==> src/rtl/smartcargo_cmd_pkg.sv <==
// Shared command codes, FSM states and serial byte layout for the SmartCargo command controller.
// Purely declarative: no logic, no latency, no backpressure.
package smartcargo_cmd_pkg;

  localparam logic [1:0] CMD_NENHUM  = 2'b00;
  localparam logic [1:0] CMD_INICIAR = 2'b01;
  localparam logic [1:0] CMD_RESET   = 2'b10;
  localparam logic [1:0] CMD_EMERG   = 2'b11;

  typedef enum logic [1:0] {
    IDLE  = 2'd0,
    ISSUE = 2'd1,
    EMERG = 2'd2
  } estado_t;

  localparam int BIT_CTRL = 7;
  localparam int BIT_INI  = 0;
  localparam int BIT_RST  = 2;
  localparam int BIT_EMG  = 4;

  // Index of each request inside the pending/source flag vectors.
  localparam int F_INI = 0;
  localparam int F_RST = 1;
  localparam int F_EMG = 2;

  localparam logic [3:0] REJ_MAX = 4'd15;

  function automatic logic [2:0] mascara_cmd(input logic [1:0] code);
    logic [2:0] m;
    m = 3'b000;
    case (code)
      CMD_INICIAR: m[F_INI] = 1'b1;
      CMD_RESET:   m[F_RST] = 1'b1;
      CMD_EMERG:   m[F_EMG] = 1'b1;
      default:     m = 3'b000;
    endcase
    return m;
  endfunction

endpackage

==> src/rtl/temporizador_ack.sv <==
// Ack watchdog: counts enabled cycles, expirou high on the TIMEOUT_CYCLES-th one; limpar restarts it.
// Registered count, combinational expire; no backpressure.
module temporizador_ack #(
  parameter int TIMEOUT_CYCLES = 1000
) (
  input  logic clock,
  input  logic reset,
  input  logic limpar,
  input  logic habilitar,
  output logic expirou
);

  localparam int W = (TIMEOUT_CYCLES > 2) ? $clog2(TIMEOUT_CYCLES) : 1;
  localparam logic [W-1:0] ULTIMO = W'(TIMEOUT_CYCLES - 1);

  logic [W-1:0] contagem;

  always_ff @(posedge clock or negedge reset) begin
    if (!reset) begin
      contagem <= '0;
    end else if (limpar) begin
      contagem <= '0;
    end else if (habilitar) begin
      contagem <= contagem + 1'b1;
    end
  end

  assign expirou = habilitar && (contagem == ULTIMO);

endmodule

==> src/rtl/controlador_comandos.sv <==
// Arbitrates serial/button requests into one command at a time (emergencia > reset > iniciar), valid/ack to main FSM.
// Request edge k -> cmd_valid after k+1; holds until ack; CMD_TIMEOUT_EN adds an ack watchdog with auto-retry.
module controlador_comandos
  import smartcargo_cmd_pkg::*;
#(
  parameter int TIMEOUT_CYCLES = 1000
) (
  input  logic       clock,
  input  logic       reset,
  input  logic       serial_pronto,
  input  logic [7:0] dados_serial,
  input  logic       botao_iniciar,
  input  logic       botao_reset,
  input  logic       botao_emergencia,
  input  logic       fim_emergencia,
  input  logic       ack,
  output logic       cmd_valid,
  output logic [1:0] cmd_code,
  output logic       origem_serial,
  output logic       emergencia_ativa,
  output logic [3:0] rejeitados,
  output logic       erro_timeout
);

  estado_t    estado, estado_nxt;
  logic [2:0] pend, pend_nxt, src, src_nxt;
  logic [2:0] req, req_ser, mask_ack;
  logic       ser_ok, rejeita, ack_ok, preempt, expira, timeout_ok;
  logic       ini_preemptado;
  logic       valid_nxt, orig_nxt;
  logic [1:0] code_nxt;
  logic       unused_bits;

  assign ser_ok  = serial_pronto && dados_serial[BIT_CTRL] &&
                   (dados_serial[BIT_INI] || dados_serial[BIT_RST] || dados_serial[BIT_EMG]);
  assign rejeita = serial_pronto && !ser_ok;
  assign req_ser = ser_ok ? {dados_serial[BIT_EMG], dados_serial[BIT_RST], dados_serial[BIT_INI]} : 3'b000;
  assign req     = req_ser | {botao_emergencia, botao_reset, botao_iniciar};
  assign unused_bits = ^{dados_serial[6:5], dados_serial[3], dados_serial[1]};

  always_ff @(posedge clock or negedge reset) begin
    if (!reset) estado <= IDLE;
    else        estado <= estado_nxt;
  end

  always_comb begin
    estado_nxt = estado;
    valid_nxt  = 1'b0;
    code_nxt   = CMD_NENHUM;
    orig_nxt   = 1'b0;
    ack_ok     = 1'b0;
    preempt    = 1'b0;
    timeout_ok = 1'b0;
    case (estado)
      IDLE: begin
        if (|pend) begin
          estado_nxt = ISSUE;
          valid_nxt  = 1'b1;
          if (pend[F_EMG]) begin
            code_nxt = CMD_EMERG;
            orig_nxt = src[F_EMG];
          end else if (pend[F_RST]) begin
            code_nxt = CMD_RESET;
            orig_nxt = src[F_RST];
          end else begin
            code_nxt = CMD_INICIAR;
            orig_nxt = src[F_INI];
          end
        end
      end
      ISSUE: begin
        if (ack) begin
          ack_ok     = 1'b1;
          estado_nxt = (cmd_code == CMD_EMERG) ? EMERG : IDLE;
        end else if (pend[F_EMG] && cmd_code != CMD_EMERG) begin
          preempt   = 1'b1;
          valid_nxt = 1'b1;
          code_nxt  = CMD_EMERG;
          orig_nxt  = src[F_EMG];
        end else if (expira) begin
          timeout_ok = 1'b1;
          estado_nxt = IDLE;
        end else begin
          valid_nxt = 1'b1;
          code_nxt  = cmd_code;
          orig_nxt  = origem_serial;
        end
      end
      EMERG: begin
        if (fim_emergencia) estado_nxt = IDLE;
      end
      default: estado_nxt = IDLE;
    endcase
  end

  // A same-cycle request re-sets the flag its ack clears; during EMERG only a preempted iniciar survives.
  assign mask_ack = ack_ok ? mascara_cmd(cmd_code) : 3'b000;

  always_comb begin
    pend_nxt = (pend & ~mask_ack) | req;
    src_nxt  = (src & ~mask_ack) | req_ser;
    if (estado == EMERG) begin
      pend_nxt[F_INI] = pend[F_INI] && ini_preemptado;
      src_nxt[F_INI]  = src[F_INI] && ini_preemptado;
      pend_nxt[F_EMG] = 1'b0;
      src_nxt[F_EMG]  = 1'b0;
    end
  end

  always_ff @(posedge clock or negedge reset) begin
    if (!reset) begin
      pend             <= '0;
      src              <= '0;
      ini_preemptado   <= 1'b0;
      cmd_valid        <= 1'b0;
      cmd_code         <= CMD_NENHUM;
      origem_serial    <= 1'b0;
      emergencia_ativa <= 1'b0;
      rejeitados       <= '0;
    end else begin
      pend             <= pend_nxt;
      src              <= src_nxt;
      cmd_valid        <= valid_nxt;
      cmd_code         <= code_nxt;
      origem_serial    <= orig_nxt;
      emergencia_ativa <= (estado_nxt == EMERG);
      if (preempt && cmd_code == CMD_INICIAR) ini_preemptado <= 1'b1;
      else if (estado == EMERG && fim_emergencia) ini_preemptado <= 1'b0;
      if (rejeita && rejeitados != REJ_MAX) rejeitados <= rejeitados + 4'd1;
    end
  end

`ifdef CMD_TIMEOUT_EN
  logic tmr_limpar;
  assign tmr_limpar = (estado != ISSUE) || preempt;

  temporizador_ack #(
    .TIMEOUT_CYCLES(TIMEOUT_CYCLES)
  ) u_temporizador_ack (
    .clock    (clock),
    .reset    (reset),
    .limpar   (tmr_limpar),
    .habilitar(estado == ISSUE),
    .expirou  (expira)
  );

  always_ff @(posedge clock or negedge reset) begin
    if (!reset)          erro_timeout <= 1'b0;
    else if (timeout_ok) erro_timeout <= 1'b1;
    else if (ack_ok)     erro_timeout <= 1'b0;
  end
`else
  logic unused_cfg;
  assign expira       = 1'b0;
  assign erro_timeout = 1'b0;
  assign unused_cfg   = timeout_ok ^ (TIMEOUT_CYCLES < 2);
`endif

endmodule

==> config.mk <==
export PLATFORM = sky130hd
export DESIGN_NAME = controlador_comandos
export DESIGN_NICKNAME = d
export VERILOG_FILES = /design/src/rtl/smartcargo_cmd_pkg.sv /design/src/rtl/temporizador_ack.sv /design/src/rtl/controlador_comandos.sv
export SDC_FILE = /design/constraint.sdc
export NUM_CORES = 1
export LEC_CHECK = 0
export CAP_MARGIN = 20
export CORE_MARGIN = 2
export CORE_UTILIZATION = 54
export DETAILED_ROUTE_END_ITERATION = 8
export DONT_BUFFER_PORTS = 1
export GPL_ROUTABILITY_DRIVEN = 0
export PLACE_DENSITY = 0.7
export SLEW_MARGIN = 0
export SYNTH_ARGS = -nofsm -noshare
export SYNTH_HDL_FRONTEND = slang
export SYNTH_SLANG_ARGS = --single-unit
==> constraint.sdc <==
create_clock -name clock -period 1.6 [get_ports clock]
set_clock_uncertainty 0.15 [all_clocks]
set_input_delay 0.16 -clock clock [delete_from_list [all_inputs] [get_ports clock]]
set_output_delay 0.16 -clock clock [all_outputs]
set_load 0.005 [all_outputs]
==> results.cfg, run 1 <==
[status]
status = completed

[power]
pwr-share-clk_pct = 11.6
powerDensity_nw_per_um2 = 1730
ir_drop_mv = 0.919
power.internal_uw = 1180
pwr-share-seq_pct = 46.3
leakagePower_uw = 0.000461
power.switching_uw = 725
totalPowerFinal_uw = 1910
comb_power_share_pct = 42.2
switching_share_pct = 38.1

[clock_tree]
cts_tree = done
cts_buffers = 3
cts.sinks = 18
insertion_delay_ns = 0.28
cts_max_level = 1
clk_pin_slew_ns = 0.10
clockBufferDepth = 2
clockRootBuffer = clkbuf_4

[worst_setup_path]
critPathKind = register to register
rrSetupSlack_ns = 0.05
worstPathMaxFanout = 6
worst_path_max_delay_cell = dfrtp_1
cp_slowest_stage_delay_ns = 0.43
crit_chain = or3b_4 -> a21oi_4 -> mux2_4
crit_required_ns = 1.63
setup.worst_path.end_class = register
start_kind = register
critical_path_arrival_ns = 1.58

[sta]
timing.fmax_mhz = 644
hold_violations = 0
finalCriticalPeriod_ns = 1.55
tightestPinTransition_ns = 0.815
min_period_over_period_pct = 97.1
tns_ns = 0
slew_headroom_pct = 45.5
setup_violations = 0
final-max-slew-violation-count = 0
setup_ws_ns = 0.0471

[grt]
grt_max_degree = 19
antenna_found_initial = 0
grtUsageTotal_pct = 22.1
grt_pass1_vias = 718
grt_pass1_wl_mm = 3.19
gr-total-overflow = 0

[yosys]
yosys_warnings = 0
synth_fp_nets = 107
synthArstFlopShare_pct = 100
synth_edf_count = 0
synth-main-ff-cell = dfrtp_1
synth_area_sq_um = 930
yosysUniqueCellTypes = 38
seq_area_frac_synth_pct = 48.5
synth_area_per_cell_sq_um = 10.3
synth_seq_cells = 18
netlist_instances = 90

[placed_design]
place_ws_ns = 0.0521
io_buffers = 0
dp_hpwl_mm = 1.26

[finish]
mostFrequentLayoutCells = dfrtp_1 (18), dlygate4sd3_1 (10), a21oi_1 (6), inv_1 (6)
final_layout_size_suffix_gt1_share_pct = 16.3
area_growth_pct = 18.7
fin_nets = 123
fin_util_pct = 70.8
final_common_cell = dfrtp_1
antenna_cells = 0

[floorplan]
initial_core_util_pct = 59.6
ios = 26
core_region_area_sq_um = 1560
fp-row-count = 14
die_h_um = 45.5
die-area_sq_um = 2070
die_w_um = 45.5

[route]
drtIter0Drc = 21
drc = 0
wl_per_cell_um = 15.7
vias = 736
viasPerCell = 6.13
drt_pre_antenna_iters = 4
final_antenna_net_count = 0
routed_wl_mm = 1.88

[min_path]
min_path_type = input port to register

[run]
timing.max_cap.violations = 0
==> cell families (layout without fill, tap and decap cells) <==
logic type / after synthesis / in the layout / synth area share, %
compound gates: 29 / 29 / 22.5
simple gates: 27 / 27 / 17.5
flops: 18 / 18 / 48.5
buf+inv: 10 / 24 / 5.25
mux: 3 / 3 / 3.63
fa+ha+maj: 1 / 1 / 1.35
other cells: 1 / 1 / 0.403
xor+xnor: 1 / 1 / 0.942
==> power by group through the flow <==
stage | clock, uW | sequential (uW) | combinational, uW
3_3_place_gp | 0 | 883 | 726
4_1_cts | 227 | 879 | 777
5_1_grt | 246 | 920 | 903
3_5_place_dp | 0 | 887 | 744
6_report | 220 | 882 | 803
2_1_floorplan | 0 | 809 | 645
==> layout make-up <==
type | instances | area [sq um]
clock buffers | 3 | 22.5
fillers | 128 | 455
multi-input cells | 62 | 450
well taps | 16 | 20.0
inverters | 6 | 22.5
repair buffers | 15 | 138
flip-flops and latches | 18 | 450
==> cells in the mapped netlist (all sizes together), types with 3 or more instances <==
cell | number | area (sq um)
mux2 | 3 | 33.8
nand2b | 3 | 18.8
a21oi | 7 | 38.8
o21ai | 5 | 25.0
a31oi | 3 | 18.8
nor2 | 5 | 18.8
inv | 6 | 22.5
and3 | 3 | 18.8
nand3 | 3 | 15.0
dfrtp | 18 | 450
nor2b | 4 | 25.0
==> worst max-delay path: cells and delay by family (launching register included) <==
family,cells,cell delay [ns]
DFF,1,0.43
and+or+nand+nor,1,0.42
muxes,1,0.31
AOI/OAI and AO/OA,1,0.14
==> state kept, by name (all words and copies together), names as in the netlist <==
signal / count
src: 3
pend: 3
rejeitados: 4
cmd_code: 2
origem_serial: 1
cmd_valid: 1
estado: 2
ini_preemptado: 1
emergencia_ativa: 1
==> through the flow <==
| step | std cells | instance area [sq um] | hold WS [ns] |
|---|---|---|---|
| floorplan | 90 | 941 | -0.286 |
| global placement | 106 | 965 | -0.285 |
| detailed placement | 106 | 965 | -0.285 |
| CTS | 119 | 1090 | 0.0136 |
| global route | 120 | 1100 | 0.0111 |
| finish | 120 | 1100 | 0.0203 |
==> repair_timing <==
action,CTS,global route
setup buffers,0,1
resized for setup,0,2
endpoints found under the hold margin,31,0
hold buffers,10,0
endpoints found under the setup margin,0,4
==> path summary, 6_finish.rpt <==
kind	startpoint	to	cells past startpoint
hold reg to reg	src[1]	src[1]	1
max in group asynchronous	reset	pend[2]	1
hold / removal	dados_serial[4]	rejeitados[3]	2
min in group asynchronous	reset	cmd_code[0]	1
setup / recovery	estado[0]	cmd_code[0]	3
setup reg to reg	estado[0]	cmd_code[0]	3
==> layer usage <==
layer,routed length [um],global-route usage [%],part of all wire (%)
met5,0,0,0
met4,31,10.6,1.6
met3,100,5.16,5.3
met2,857,33.0,46
met1,894,29.9,47
Power figures use the tool's default switching activity.
==> run 2, diff against run 1 <==
Settings changed: MAX_ROUTING_LAYER from default to met4, SKIP_CTS_REPAIR_TIMING from default to 1.
==> run 2 against run 1 <==
Effect of this change: the flow now finishes with violations (hold timing); cell count is 0.83% lower; global-route usage is 1.3 points lower; sequential cell count stayed put.
==> results.cfg, run 2 (synthesis results as in run 1) <==
[floorplan]
initial_core_util_pct = 59.6
ios = 26
die_w_um = 45.5
die-area_sq_um = 2070
die_h_um = 45.5
core_region_area_sq_um = 1560
fp-row-count = 14

[sta]
min_period_over_period_pct = 97.0
tightestPinTransition_ns = 0.813
hold_ws_ns = -0.0120
slew_headroom_pct = 45.6
hold_violations = 1
finalCriticalPeriod_ns = 1.55
setup_violations = 0
timing.fmax_mhz = 645
final-max-slew-violation-count = 0
tns_ns = 0

[placed_design]
dp_cells = 106
io_buffers = 0
dp_hpwl_mm = 1.26

[min_path]
min_path_type = input port to register

[worst_setup_path]
worstPathMaxFanout = 3
crit_chain = nand3b_1 -> or3b_4 -> a211o_1
cp_slowest_stage_delay_ns = 0.41
start_kind = register
setup.worst_path.end_class = register
critical_path_arrival_ns = 1.58
critPathKind = register to register
crit_required_ns = 1.63
worst_path_max_delay_cell = or3b_4

[grt]
top_usage_layer = met1
antenna_found_initial = 0
gr-total-overflow = 0
use_met3_pct = 4.37
globalRouteMet2Util_pct = 28.2
grtUsageTotal_pct = 20.8
grt_max_degree = 19
grt.met1_usage_pct = 29.7
grt_pass1_vias = 667
grt_pass1_wl_mm = 2.95

[finish]
final_layout_size_suffix_gt1_share_pct = 16.5
antenna_cells = 0
stdcell_count = 119
biggestRegsByFlops = rejeitados (4), pend (3), src (3)
largest-register = rejeitados
area_growth_pct = 17.6
largest_register_ffs = 4
fin_nets = 122
final_common_cell = dfrtp_1
mostFrequentLayoutCells = dfrtp_1 (18), dlygate4sd3_1 (9), a21oi_1 (6), inv_1 (6)

[status]
status = finished with violations
violations = hold timing

[route]
wl_per_cell_um = 15.7
vias = 732
drtIter0Drc = 29
routed_wl_mm = 1.87
drt_pre_antenna_iters = 4
final_antenna_net_count = 0
viasPerCell = 6.15
drc = 0

[power]
leakagePower_uw = 0.000457
powerDensity_nw_per_um2 = 1740
ir_drop_mv = 0.935

[clock_tree]
cts_max_level = 1
clockRootBuffer = clkbuf_4
cts_tree = done
cts.sinks = 18
clockBufferDepth = 2
insertion_delay_ns = 0.28
cts_buffers = 3
clk_pin_slew_ns = 0.10

[run]
timing.max_cap.violations = 0
[run 2: cell type report]
cell class | count | area [sq um]
sequential | 18 | 450
fill | 129 | 465
multi-input combinational | 62 | 450
tap | 16 | 20.0
timing repair buffer | 14 | 128
inverter | 6 | 22.5
clock buffer | 3 | 22.5
[run 2: critical path, delay by kind of cell, from the launching register on]
kind,cells,cell delay (ns)
AOI/OAI and AO/OA,1,0.29
DFF,1,0.40
and+or+nand+nor,2,0.61
[run 2: metrics by stage]
step / setup WS (ns) / total power (uW) / hold WS, ns / area, sq um / util, %
floorplan: 0.0151 / 1450 / -0.286 / 941 / -
global placement: 0.0494 / 1610 / -0.285 / 965 / 61.9
detailed placement: 0.0521 / 1630 / -0.285 / 965 / 61.9
CTS: 0.0344 / 1850 / -0.604 / 987 / 63.3
global route: -0.00512 / 2060 / 0.00293 / 1090 / 70.1
finish: 0.0487 / 1900 / -0.0120 / 1090 / 70.1
[run 2: final timing paths]
kind	start	end	slack, ns	cells past startpoint
worst max-delay path	estado[1]	pend[1]	0.05	3
worst min-delay path	botao_iniciar	pend[0]	-0.01	2
worst max register to register	estado[1]	pend[1]	0.05	3
worst min register to register	src[1]	src[1]	0.34	1
max in group asynchronous	reset	cmd_code[1]	0.55	1
min in group asynchronous	reset	estado[1]	0.25	1
[run 2: where the power goes]
part	leakage (uW)	switching, uW	total (uW)	internal, uW
clock	0.0000138	132	219	87.4
combinational	0.000244	370	802	432
sequential	0.000199	222	881	659
[run 2: routing by layer]
metal | wire, um | share of wire (%)
met5 | 0 | 0
met4 | 29 | 1.6
met3 | 103 | 5.5
met2 | 823 | 44
met1 | 913 | 49
